### config.mk
export PLATFORM = sky130hd
export DESIGN_NAME = md_issue_ctrl
export DESIGN_NICKNAME = d
export VERILOG_FILES = /design/src/rtl/md_pkg.sv /design/src/rtl/md_perf_cnt.sv /design/src/rtl/md_issue_ctrl.sv
export SDC_FILE = /design/constraint.sdc
export NUM_CORES = 1
export LEC_CHECK = 0
export BUFFER_PORTS_ARGS = -buffer_cell sky130_fd_sc_hd__buf_2
export CORE_UTILIZATION = 59
export CTS_BUF_LIST = sky130_fd_sc_hd__clkbuf_4 sky130_fd_sc_hd__clkbuf_8 sky130_fd_sc_hd__clkbuf_16
export DETAILED_ROUTE_END_ITERATION = 10
export HOLD_SLACK_MARGIN = 0.12
export PLACE_DENSITY = 0.9
export SYNTH_ARGS = -nofsm -noshare
export SYNTH_HDL_FRONTEND = slang
export SYNTH_SLANG_ARGS = --single-unit
### constraint.sdc
create_clock -name clk -period 4.5 [get_ports clk]
set_input_delay 0.45 -clock clk [delete_from_list [all_inputs] [get_ports clk]]
set_output_delay 0.45 -clock clk [all_outputs]
set_load 0.01 [all_outputs]
### src/rtl/md_pkg.sv
// md_pkg: shared definitions for the HI/LO multiply-divide issue controller.
//   - MD op codes as seen on e_op / hilo_op, with OP_NONE as the idle code
//   - occupancy FSM state encoding
//   - op classification helpers
package md_pkg;

    localparam logic [3:0] OP_MFHI  = 4'd0;
    localparam logic [3:0] OP_MFLO  = 4'd1;
    localparam logic [3:0] OP_MTHI  = 4'd2;
    localparam logic [3:0] OP_MTLO  = 4'd3;
    localparam logic [3:0] OP_MULTU = 4'd4;
    localparam logic [3:0] OP_DIVU  = 4'd5;
    localparam logic [3:0] OP_MULT  = 4'd6;
    localparam logic [3:0] OP_DIV   = 4'd7;
    localparam logic [3:0] OP_NONE  = 4'hF;

    typedef enum logic [1:0] {
        IDLE   = 2'd0,
        ISSUED = 2'd1,
        RUN    = 2'd2
    } md_state_e;

    // Codes 0-7 are MD ops; anything with bit 3 set is not.
    function automatic logic is_md_op(input logic [3:0] op);
        return ~op[3];
    endfunction

    // MULTU/DIVU/MULT/DIV (4-7) start a multi-cycle unit operation.
    function automatic logic is_start_op(input logic [3:0] op);
        return ~op[3] & op[2];
    endfunction

endpackage

### src/rtl/md_perf_cnt.sv
// md_perf_cnt: saturating event counter.
// Ports:
//   clk   - clock, rising edge
//   reset - asynchronous active-low clear
//   inc   - count this cycle
//   cnt   - current count; holds at all-ones instead of wrapping
module md_perf_cnt #(
    parameter int CNT_W = 32
) (
    input  logic             clk,
    input  logic             reset,
    input  logic             inc,
    output logic [CNT_W-1:0] cnt
);

    localparam logic [CNT_W-1:0] CNT_ONE = {{(CNT_W-1){1'b0}}, 1'b1};

    always_ff @(posedge clk or negedge reset) begin
        if (!reset) begin
            cnt <= '0;
        end else if (inc && (cnt != '1)) begin
            cnt <= cnt + CNT_ONE;
        end
    end

endmodule

### src/rtl/md_issue_ctrl.sv
// md_issue_ctrl: issue/stall control between the E stage and the shared
// HI/LO multiply-divide unit.
//
// state  | meaning
// -------+-----------------------------------------------------------
// IDLE   | no start op outstanding
// ISSUED | start op driven last cycle, waiting for the unit to go busy
// RUN    | unit busy with our op; lat_cnt counts busy cycles
//
// Ports:
//   clk, reset     - clock (rising edge), async active-low reset
//   e_valid, e_op  - E-stage instruction and its MD op code
//   e_adv          - E instruction moves to M at this edge
//   flush          - E instruction cancelled this cycle
//   hilo_busy      - busy flag from the MD unit
//   hilo_op        - op to the MD unit, OP_NONE when idle
//   stall          - hold F/D/E
//   md_done        - pulse on the first non-busy cycle after RUN
//   lat_err        - sticky: unit ignored an op or ran MAX_LAT cycles
//   stall_cnt      - saturating count of stall cycles
//   issue_cnt      - saturating count of start ops issued
module md_issue_ctrl
    import md_pkg::*;
#(
    parameter int MAX_LAT = 16,
    parameter int CNT_W   = 32
) (
    input  logic             clk,
    input  logic             reset,
    input  logic             e_valid,
    input  logic [3:0]       e_op,
    input  logic             e_adv,
    input  logic             flush,
    input  logic             hilo_busy,
    output logic [3:0]       hilo_op,
    output logic             stall,
    output logic             md_done,
    output logic             lat_err,
    output logic [CNT_W-1:0] stall_cnt,
    output logic [CNT_W-1:0] issue_cnt
);

    localparam int LAT_W = $clog2(MAX_LAT + 1);
    localparam logic [LAT_W-1:0] LAT_MAX  = LAT_W'(MAX_LAT);
    localparam logic [LAT_W-1:0] LAT_LAST = LAT_W'(MAX_LAT - 1);
    localparam logic [LAT_W-1:0] LAT_ONE  = LAT_W'(1);

    md_state_e        state;
    logic             issued;
    logic [LAT_W-1:0] lat_cnt;

    logic is_md;
    logic is_read;
    logic can_drive;
    logic issue_wr;
    logic issue_start;

    assign is_md     = e_valid & is_md_op(e_op);
    assign is_read   = (e_op[3:1] == 3'b000);
    assign can_drive = is_md & ~hilo_busy & ~flush;

    // Reads may be re-driven every cycle; writes and starts go out once
    // per instruction, guarded by the issued flag while E is held.
    assign issue_wr    = can_drive & ~is_read & ~issued;
    assign issue_start = issue_wr & is_start_op(e_op);

    assign hilo_op = (can_drive & (is_read | ~issued)) ? e_op : OP_NONE;
    assign stall   = is_md & hilo_busy & ~flush;
    assign md_done = (state == RUN) & ~hilo_busy;

    always_ff @(posedge clk or negedge reset) begin
        if (!reset) begin
            state   <= IDLE;
            issued  <= 1'b0;
            lat_cnt <= '0;
            lat_err <= 1'b0;
        end else begin
            if (e_adv || flush) begin
                issued <= 1'b0;
            end else if (issue_wr) begin
                issued <= 1'b1;
            end

            case (state)
                IDLE: begin
                    if (issue_start) begin
                        state <= ISSUED;
                    end
                end
                ISSUED: begin
                    if (hilo_busy) begin
                        state   <= RUN;
                        lat_cnt <= '0;
                    end else begin
                        // Unit never acknowledged the start.
                        state   <= IDLE;
                        lat_err <= 1'b1;
                    end
                end
                RUN: begin
                    if (!hilo_busy) begin
                        state <= IDLE;
                    end else begin
                        if (lat_cnt != LAT_MAX) begin
                            lat_cnt <= lat_cnt + LAT_ONE;
                        end
                        if (lat_cnt == LAT_LAST) begin
                            lat_err <= 1'b1;
                        end
                    end
                end
                default: begin
                    state <= IDLE;
                end
            endcase
        end
    end

    md_perf_cnt #(.CNT_W(CNT_W)) u_stall_cnt (
        .clk   (clk),
        .reset (reset),
        .inc   (stall),
        .cnt   (stall_cnt)
    );

    md_perf_cnt #(.CNT_W(CNT_W)) u_issue_cnt (
        .clk   (clk),
        .reset (reset),
        .inc   (issue_start),
        .cnt   (issue_cnt)
    );

endmodule

=== After elaboration in Yosys (flattened, before gate mapping) ===
Cells that the tools add are included.

* Divide/modulo/power cells: 0
* Reductions and logical operators: 10
* Shift operators: 0
* Equal/unequal tests: 13
* Magnitude comparators: 0
* Add/subtract/negate cells: 3
* Muxes and demuxes: 15
* Multipliers: 0
* Bitwise logic cells: 17

{| class="wikitable"
|+ Operator list
! kind !! count
|-
| $add A32 B1 Y32 const B || 2
|-
| $ne A32 B32 Y1 const B || 2
|-
| $mux W5 || 3
|-
| $and A1 B1 Y1 || 11
|-
| $pmux W5 S2 || 1
|-
| $ne A2 B2 Y1 const B || 4
|-
| $reduce_and A4 Y1 || 2
|-
| $mux W2 || 3
|-
| $ne A2 B1 Y1 const B || 3
|-
| $pmux W2 S3 || 1
|-
| $add A5 B1 Y5 const B || 1
|-
| $eq A5 B4 Y1 const B || 1
|-
| $mux W1 || 5
|-
| $ne A5 B5 Y1 const B || 1
|-
| $not A1 Y1 || 5
|-
| $mux W4 || 1
|-
| $reduce_bool A2 Y1 || 2
|-
| $logic_not A3 Y1 || 1
|-
| $eq A2 B1 Y1 const B || 1
|-
| $eq A2 B2 Y1 const B || 1
|-
| $logic_and A1 B1 Y1 || 2
|-
| $logic_not A2 Y1 || 1
|-
| $pmux W1 S2 || 1
|-
| $reduce_and A2 Y1 || 1
|-
| other kinds (2) || 2
|}

* Word-level logic and storage cells: 64
* Bits in latches: 0
* Memory bits (read-only): 0
* Memories kept: 0
* RAM bits: 0
* Bits of input ports: 10
* Flip-flop bits (word level): 73
* Output and inout port bits: 71

=== Logic depth before layout (Yosys ltp) ===
Gate-level depths: netlist (run 1).

* Depth after elaboration: 9
* Gate-level depth with buffers: 9

=== Modules after synthesis ===
Synthesis (run 1) repeated with hierarchy kept, for this count alone.

* Cells, all modules: 359
* Area, all modules: 3,752.3 sq um

{| class="wikitable"
|+ Modules (own cells, without submodules)
! module !! cells an instance !! times used !! area an instance (sq um) !! seq. area each (sq um)
|-
| md_perf_cnt (u_stall_cnt) || 151 || 1 || 1,624.1 || 800.8
|-
| md_perf_cnt (u_issue_cnt) || 140 || 1 || 1,522.7 || 800.8
|-
| md_issue_ctrl || 68 || 1 || 605.6 || 225.2
|}

=== Worst setup path after synthesis (run 1) ===
OpenSTA, ideal clock, no wires.

* Kind: register to register
* From: register u_issue_cnt.cnt[27]
* To: register u_issue_cnt.cnt[1]
* Arrival: 2.143 ns
* Path buffers: 1
* Data required time: 4.375 ns
* Setup slack: 2.233 ns
* Library setup time: 0.125 ns
* Cell stages (with the launch flop): 7
* Cells stage by stage: dfrtp_1 -> nand4_1 -> or3_4 -> or4_1 -> buf_2 -> nand2_1 -> mux2_2

* Cells in the longest elaborated chain, start to end: 2

{| class="wikitable"
|+ RTL lines
! element !! RTL line !! text
|-
| start: declaration || md_perf_cnt.sv:13 || <nowiki>output logic [CNT_W-1:0] cnt</nowiki>
|-
| start signal: assignment || md_perf_cnt.sv:22 || <nowiki>cnt <= cnt + CNT_ONE;</nowiki>
|-
| $ne A32 B32 Y1 || md_perf_cnt.sv:21 || <nowiki>end else if (inc && (cnt != '1)) begin</nowiki>
|-
| $logic_and A1 B1 Y1 || md_perf_cnt.sv:21 ||
|}

Every way passes these cells.
A chain may end at the register's enable or synchronous reset.

=== Worst setup path after layout (run 1) ===
* From: register u_stall_cnt.cnt[0]
* To: register u_stall_cnt.cnt[1]

* Cells in the longest elaborated chain, start to end: 2

{| class="wikitable"
|+ RTL lines
! element !! RTL line
|-
| start: declaration || md_perf_cnt.sv:13
|-
| start signal: assignment || md_perf_cnt.sv:22
|-
| branches (longest 2 deep; another with $add A32 B1 Y32) || -
|}

Parallel ways; which one is timed is not known.

==> key figures, run 1 <==
Run status
  • Status: finished clean

Logic synthesis
  • Synth Instances: 374
  • Compound-gate portion of the synthesized area: between 4 and 5%
  • Synth area leader: dfrtp_1
  • Xor and xnor area share after synthesis: a little over an eighth
  • Synth Area in Simple Gates: 28.9%
  • Yosys cell types: 43
  • Syn Std Cell Area: ~3800 um^2
  • Syn Area/Cell: just over 10 um^2
  • Yosys Warn Count: 0
  • Syn_nets: around 400
  • Main combinational cell family by area after synthesis: simple AND/OR/NAND/NOR gates
  • Post-synth ARST share: 100%
  • Area fraction of the dominant cell type after synthesis: 48.6%
  • Multiplexer area fraction after synthesis: less than 1%
  • Top_reg_cell synth: dfrtp_1
  • Register bit total from synthesis: 73
  • Top post-synthesis cells by area: dfrtp_1 (49%), xnor2_1 (7.7%), xor2_1 (5.6%), nand3_1 (4.0%), nand2_1 (3.8%)
  • Synth Area in Adders: under 10%
  • Post-synth EDFFs: 0
  • Register area share after synthesis: between 40% and 50%

Clock tree
  • TritonCTS buffer count: 9
  • Sink Count: between 70 and 80
  • CTS tree: yes
  • Clock latency on the worst-skew pair: around 340 ps
  • Post-CTS Repair Setup Buffers: 0
  • H-tree Lvls: 3
  • Post-cts resize count: 0
  • Clock Tree Root: clkbuf_8
  • Hold buffers post-CTS: 0
  • Clock buffer depth: 2
  • Clock transition at path regs: 70 ps

Power and ir drop
  • VDD IR max: roughly 0.33 mV
  • Total power draw: around 1.4 mW
  • Static leakage: between 2 and 2.5 nW
  • PD cells: 308 nW/um^2

Global routing
  • Largest net degree at the start of global routing: between 40 and 50
  • First-pass GRT wire length: 13.7 mm
  • All-Layer GR Usage: a little over a quarter
  • Vias in the first global route: about 3000
  • GRT overflow: 0
  • Initial antenna violation count: 0

Placement
  • Setup slack at placement: ~2000 ps
  • Placed Cells: 520
  • DP HPWL: ~6 mm
  • I/O Buffers: 80
  • RePlAce Congestion: around 0.86

Layout
  • Commonest cells after routing, fill and taps aside: buf_2 (80), dfrtp_1 (73), nand2_1 (38)
  • N_diodes: 0
  • Post-route insts no fill: around 540
  • Most common library cell in the layout ignoring fill and taps: buf_2
  • Final nets: roughly 470
  • Layout area overhead: 17.1%
  • Layout cells sized above 1: 24.7%

STA
  • RSZ-0062 raised after global routing: false
  • Final setup TNS: 0 ps
  • Worst hold slack: about 140 ps
  • Final-report hold violation count: 0
  • Worst setup margin: approximately 1800 ps
  • Slew Viols, Final: 0
  • FMAX: between 300 and 400 MHz
  • Endpoints failing setup: 0
  • Slew headroom: a little under three fifths
  • Final Critical Period: roughly 2700 ps
  • Final period util: 60.6%
  • Post-Route Skew: 8.10 ps
  • Worst-margin pin slew: 653 ps

Detailed routing
  • Post-route DRC: 0
  • First-pass detailed-route iteration total: 5
  • Vias per cell: 5.98
  • Initial detailed-routing violation count: ~180
  • Routed wire per std cell: between 15 and 20 um
  • Via count: between 3000 and 4000
  • Drt total wl: 8.21 mm
  • Post-DRT Antenna Nets: 0

Min path
  • Worst Hold Class: input pin to asynchronous set/reset pin

Job
  • Max-cap viol count: 0

Floorplanning
  • # IOs: 81
  • Initial core utilization: between 60% and 70%
  • Die width: ~80 um
  • Die area: 6700 um^2
  • Core ar.: approximately 6000 um^2
  • Die boundary height: around 82 um
  • Num rows: 28

Critical path
  • CP top delay family: simple AND/OR/NAND/NOR gates
  • CP Class: flop to flop
  • Crit end category: flop
  • Critical Path AT: approximately 3000 ps
  • Worst endpoint required time: between 4000 and 5000 ps
  • CP most frequent cell: nand2_1
  • Slowest stage delay, CP: about 630 ps
  • Worst setup SP type: flop
  • Buffer and inverter count on the worst path: 0
  • CP Cell Sequence: ha_1, nand2_1, nor4_1, nand3_1, nand2_1, mux2_2
  • Crit-path slowest cell: nand3_1
  • Worst-path fanout max: 16
flip-flops by register name, summed over array words and instances (netlist names):
register and cells:
u_issue_cnt.cnt 32, u_stall_cnt.cnt 32, lat_cnt 5, state 2, issued 1, lat_err 1
cells in the mapped netlist, drive strengths merged, types with 3 or more instances:
| cell | number |
|---|---|
| xor2 | 24 |
| ha | 5 |
| nor2b | 3 |
| nand2b | 6 |
| mux2 | 3 |
| a22o | 5 |
| xnor2 | 33 |
| nor4 | 12 |
| nand3 | 30 |
| a21oi | 3 |
| and3 | 14 |
| o21ai | 8 |
| nor2 | 17 |
| clkbuf | 8 |
| nor3 | 24 |
| inv | 10 |
| and2 | 3 |
| nand2 | 38 |
| and4 | 6 |
| or2 | 5 |
| dfrtp | 73 |
| or3 | 3 |
| nand4 | 20 |
report_power, final:
| group | internal, mW | leakage, nW | switching [mW] |
|---|---|---|---|
| logic | 0.0681 | 1.11 | 0.0763 |
| clock network | 0.240 | 0.100 | 0.231 |
| registers | 0.692 | 0.990 | 0.0484 |
worst reg2reg max path, delay by kind of cell, from the launching register on:
family	cells	cell delay, ps
fa+ha+maj	1	220
flops	1	410
mux	1	350
simple gates	4	1630
final cells by class:
| type | instances | area (um^2) |
|---|---|---|
| Inverter | 10 | 37.5 |
| Tap cell | 75 | 93.8 |
| Clock inverter | 3 | 15.0 |
| Sequential cell | 73 | 1830 |
| Timing Repair Buffer | 81 | 408 |
| Fill cell | 425 | 1620 |
| Multi-Input combinational cell | 281 | 1860 |
| Clock buffer | 13 | 166 |
final timing paths:
kind                                     from             endpoint  slack, ps  depth (start not counted)
setup / recovery           u_stall_cnt.cnt[0]   u_stall_cnt.cnt[1]       1770                          6
hold / removal                          reset   u_issue_cnt.cnt[2]        140                          1
setup reg to reg           u_stall_cnt.cnt[0]   u_stall_cnt.cnt[1]       1770                          6
hold reg to reg                       lat_err              lat_err        480                          2
max in group asynchronous               reset  u_stall_cnt.cnt[23]       3370                          2
min in group clk                        e_adv               issued        250                          2
through the flow:
stage	instance area (um^2)	util (%)
6_report	4400	73.1
5_1_grt	4400	73.1
4_1_cts	4400	73.1
3_5_place_dp	4220	70.1
3_3_place_gp	4220	70.1
2_1_floorplan	3760	-
kinds of logic after synthesis:
family / after synthesis
fa+ha+maj: 5
compound gates: 25
xor+xnor: 57
simple gates: 191
mux: 3
flops: 73
buf+inv: 20
layer usage:
| layer | part of all wire, % | track usage, % |
|---|---|---|
| met4 | 1.9 | 13.3 |
| met2 | 49 | 44.5 |
| met5 | 0 | 0 |
| met1 | 43 | 34.3 |
| met3 | 6.3 | 5.22 |
(Power assumes the default switching activity.)
==> inputs of run 2 (changes only) <==
- ABC_AREA: default -> 1
- CORE_UTILIZATION: 59 -> 52
- PLACE_DENSITY: 0.9 -> 0.81
- clock period: 4.5 -> 2.2 ns (I/O delays scaled with it)
==> key figures, run 2 <==
Logic synthesis
  • Syn_nets: 772 (+98%)
  • Syn Area/Cell: 6.45 um^2 (-36%)
  • Most frequent cells after synthesis: nand2_1 (370), nor2_1 (101), dfrtp_1 (73), inv_1 (73), nand3_1 (41)
  • Count leader, synth: nand2_1
  • Top post-synthesis cells by area: dfrtp_1 (37%), nand2_1 (28%), nor2_1 (7.8%), inv_1 (5.6%), nand3_1 (4.2%)
  • Top_reg_cell synth: dfrtp_1
  • Post-synth ARST share: 100% (unchanged)
  • Area fraction of the dominant cell type after synthesis: 37.4% (-11 points)
  • Post-synth EDFFs: 0 (unchanged)
  • Synth area leader: dfrtp_1
  • Register bit total from synthesis: 73 (unchanged)
  • Syn Std Cell Area: 4880 um^2 (+30%)
  • Synth Instances: 757 (+100%)
  • Yosys Warn Count: 0 (unchanged)
  • Yosys cell types: 28 (-35%)
  • Register area share after synthesis: 37.4% (-11 points)

Critical path
  • R2r startpoint: u_stall_cnt.cnt[1]
  • First element of the critical path: u_stall_cnt.cnt[1]
  • Worst-path fanout max: 25 (+9)
  • CP Class: flop to flop
  • Critical Path AT: 2220 ps (-740 ps)
  • Worst endpoint required time: 2430 ps (-2300 ps)
  • Crit end category: flop
  • End of the critical path: u_stall_cnt.cnt[4]
  • Worst setup SP type: flop
  • R2R setup slack: 210 ps (-1560 ps)
  • Reg2Reg Depth: 10 (+4)
  • Reg2Reg Capture Point: u_stall_cnt.cnt[4]

STA
  • Worst-margin pin slew: 448 ps (-205 ps)
  • Slew headroom: 70.1% (+14 points)
  • Worst setup margin: 207 ps (-1560 ps)
  • Slew Viols, Final: 0 (unchanged)
  • Final setup TNS: 0 ps (unchanged)
  • Final period util: 90.6% (+30 points)
  • Final-report hold violation count: 0 (unchanged)
  • Worst hold slack: 192 ps (+56.5 ps)
  • Final Critical Period: 1990 ps (-736 ps)
  • Post-Route Skew: 12.1 ps (+4.03 ps)
  • RSZ-0062 raised after global routing: false
  • Endpoints failing setup: 0 (unchanged)
  • FMAX: 502 MHz (+37%)

Floorplanning
  • # IOs: 81 (unchanged)
  • Initial core utilization: 54.9% (-7.5 points)
  • Die width: 98.9 um (+21%)
  • Die boundary height: 98.9 um (+21%)
  • Die area: 9780 um^2 (+46%)
  • Core ar.: 8890 um^2 (+48%)
  • Num rows: 34 (+21%)

Detailed routing
  • Vias per cell: 5.20 (-13%)
  • Initial detailed-routing violation count: 289 (+58%)
  • First-pass detailed-route iteration total: 5 (unchanged)
  • Routed wire per std cell: 13.0 um (-15%)
  • Drt total wl: 12.5 mm (+52%)
  • Post-DRT Antenna Nets: 0 (unchanged)
  • Post-route DRC: 0 (unchanged)
  • Via count: 4997 (+56%)

Placement
  • I/O Buffers: 80 (unchanged)
  • Setup slack at placement: 264 ps (-1690 ps)
  • RePlAce Congestion: 0.973 (+14%)
  • Placed Cells: 942 (+81%)
  • DP HPWL: 9.35 mm (+56%)

Layout
  • Commonest cells after routing, fill and taps aside: nand2_1 (370), nor2_1 (101), buf_2 (79)
  • Most common library cell in the layout ignoring fill and taps: nand2_1
  • Final core occ: 63.8% (-9.3 points)
  • Layout cells sized above 1: 14.7% (-10 points)
  • Post-route insts no fill: 961 (+79%)
  • N_diodes: 0 (unchanged)
  • Largest regs: u_issue_cnt.cnt x32, u_stall_cnt.cnt x32, lat_cnt x5
  • Final nets: 863 (+83%)
  • Layout area overhead: 16.1%

Power and ir drop
  • PD cells: 529 nW/um^2 (+72%)
  • Sw Share: 24.1% (-2.1 points)
  • Logic pwr share: 8.2% (-2.5 points)
  • VDD IR max: 0.378 mV (+14%)
  • Sequential Power Share: 48.1% (-6.5 points)
  • P_sw: 0.723 mW (+100%)
  • Pint: 2.28 mW (+130%)
  • Static leakage: 2.99 nW (+36%)
  • Clk network pwr share: 43.7% (+8.9 points)

Global routing
  • All-Layer GR Usage: 26.8% (-0.29 points)
  • Vias in the first global route: 4545 (+52%)
  • Initial antenna violation count: 0 (unchanged)
  • GRT overflow: 0 (unchanged)
  • Largest net degree at the start of global routing: 45 (+2.3%)
  • First-pass GRT wire length: 21.0 mm (+53%)

Clock tree
  • Clock transition at path regs: 80 ps (about the same)
  • TritonCTS buffer count: 9 (unchanged)
  • Hold buffers post-CTS: 3 (+3)
  • H-tree Lvls: 3 (unchanged)
  • Clock buffer depth: 2 (unchanged)
  • CTS tree: yes
  • Post-CTS Repair Setup Buffers: 0 (unchanged)
  • Clock latency on the worst-skew pair: 350 ps (about the same)
  • Post-cts resize count: 0 (unchanged)
  • Sink Count: 73 (unchanged)
  • Clock Tree Root: clkbuf_8

Job
  • Max-cap viol count: 0 (unchanged)

Run status
  • Status: finished clean

Min path
  • Worst Hold Class: input pin to flop
  • Hold path depth: 2
==> run 2: logic make-up after synthesis <==
family	after synthesis	synth area share, %
buf+inv	85	7.74
compound gates	18	2.05
flops	73	37.4
simple gates	549	46.7
xor+xnor	27	4.84
fa+ha+maj	5	1.28
==> run 2: through the flow <==
step	power, mW	instance area [um^2]
2_1_floorplan	1.60	4880
3_3_place_gp	1.70	5390
3_5_place_dp	1.71	5390
4_1_cts	3.01	5670
5_1_grt	3.11	5670
6_report	3.00	5670
==> run 2: layout make-up <==
class                      count  area [um^2]
clock inverter                 5          103
sequential                    73         1830
fill                         802         3220
tap                          108          135
multi-input combinational    599         2680
timing repair buffer          90          498
clock buffer                  11          145
inverter                      75          284
==> run 2: how the worst min path moves through the flow <==
stage / start / end / slack [ps]
CTS: hilo_busy / lat_err / 180
detailed placement: reset / lat_cnt[3] / 180
global placement: reset / lat_cnt[0] / 180
floorplan: reset / issued / -80
global route: hilo_busy / lat_err / 200
finish: hilo_busy / lat_err / 190
==> run 2: power groups by stage <==
| stage | combinational (mW) | sequential (mW) | clock, mW |
|---|---|---|---|
| final | 0.246 | 1.44 | 1.31 |
| after global placement | 0.233 | 1.46 | 0 |
| after floorplan | 0.127 | 1.47 | 0 |
| after detailed placement | 0.244 | 1.47 | 0 |
| after global routing | 0.279 | 1.45 | 1.39 |
| after CTS | 0.249 | 1.44 | 1.32 |
==> run 2: worst max-delay path, cell delays in order (launching register included) <==
cell and delay, ps:
dfrtp_1 440, ha_1 220, inv_1 80, nor2_4 170
nand2_4 110, nor2_8 150, nand2_4 90, nand2_4 190
inv_2 230, nand2_1 130, nand2_1 80
==> run 2: routing by layer <==
metal	wire, um	track usage (%)
met1	5740	37.4
met5	0	0
met3	856	3.97
met4	281	10.2
met2	5620	42.4
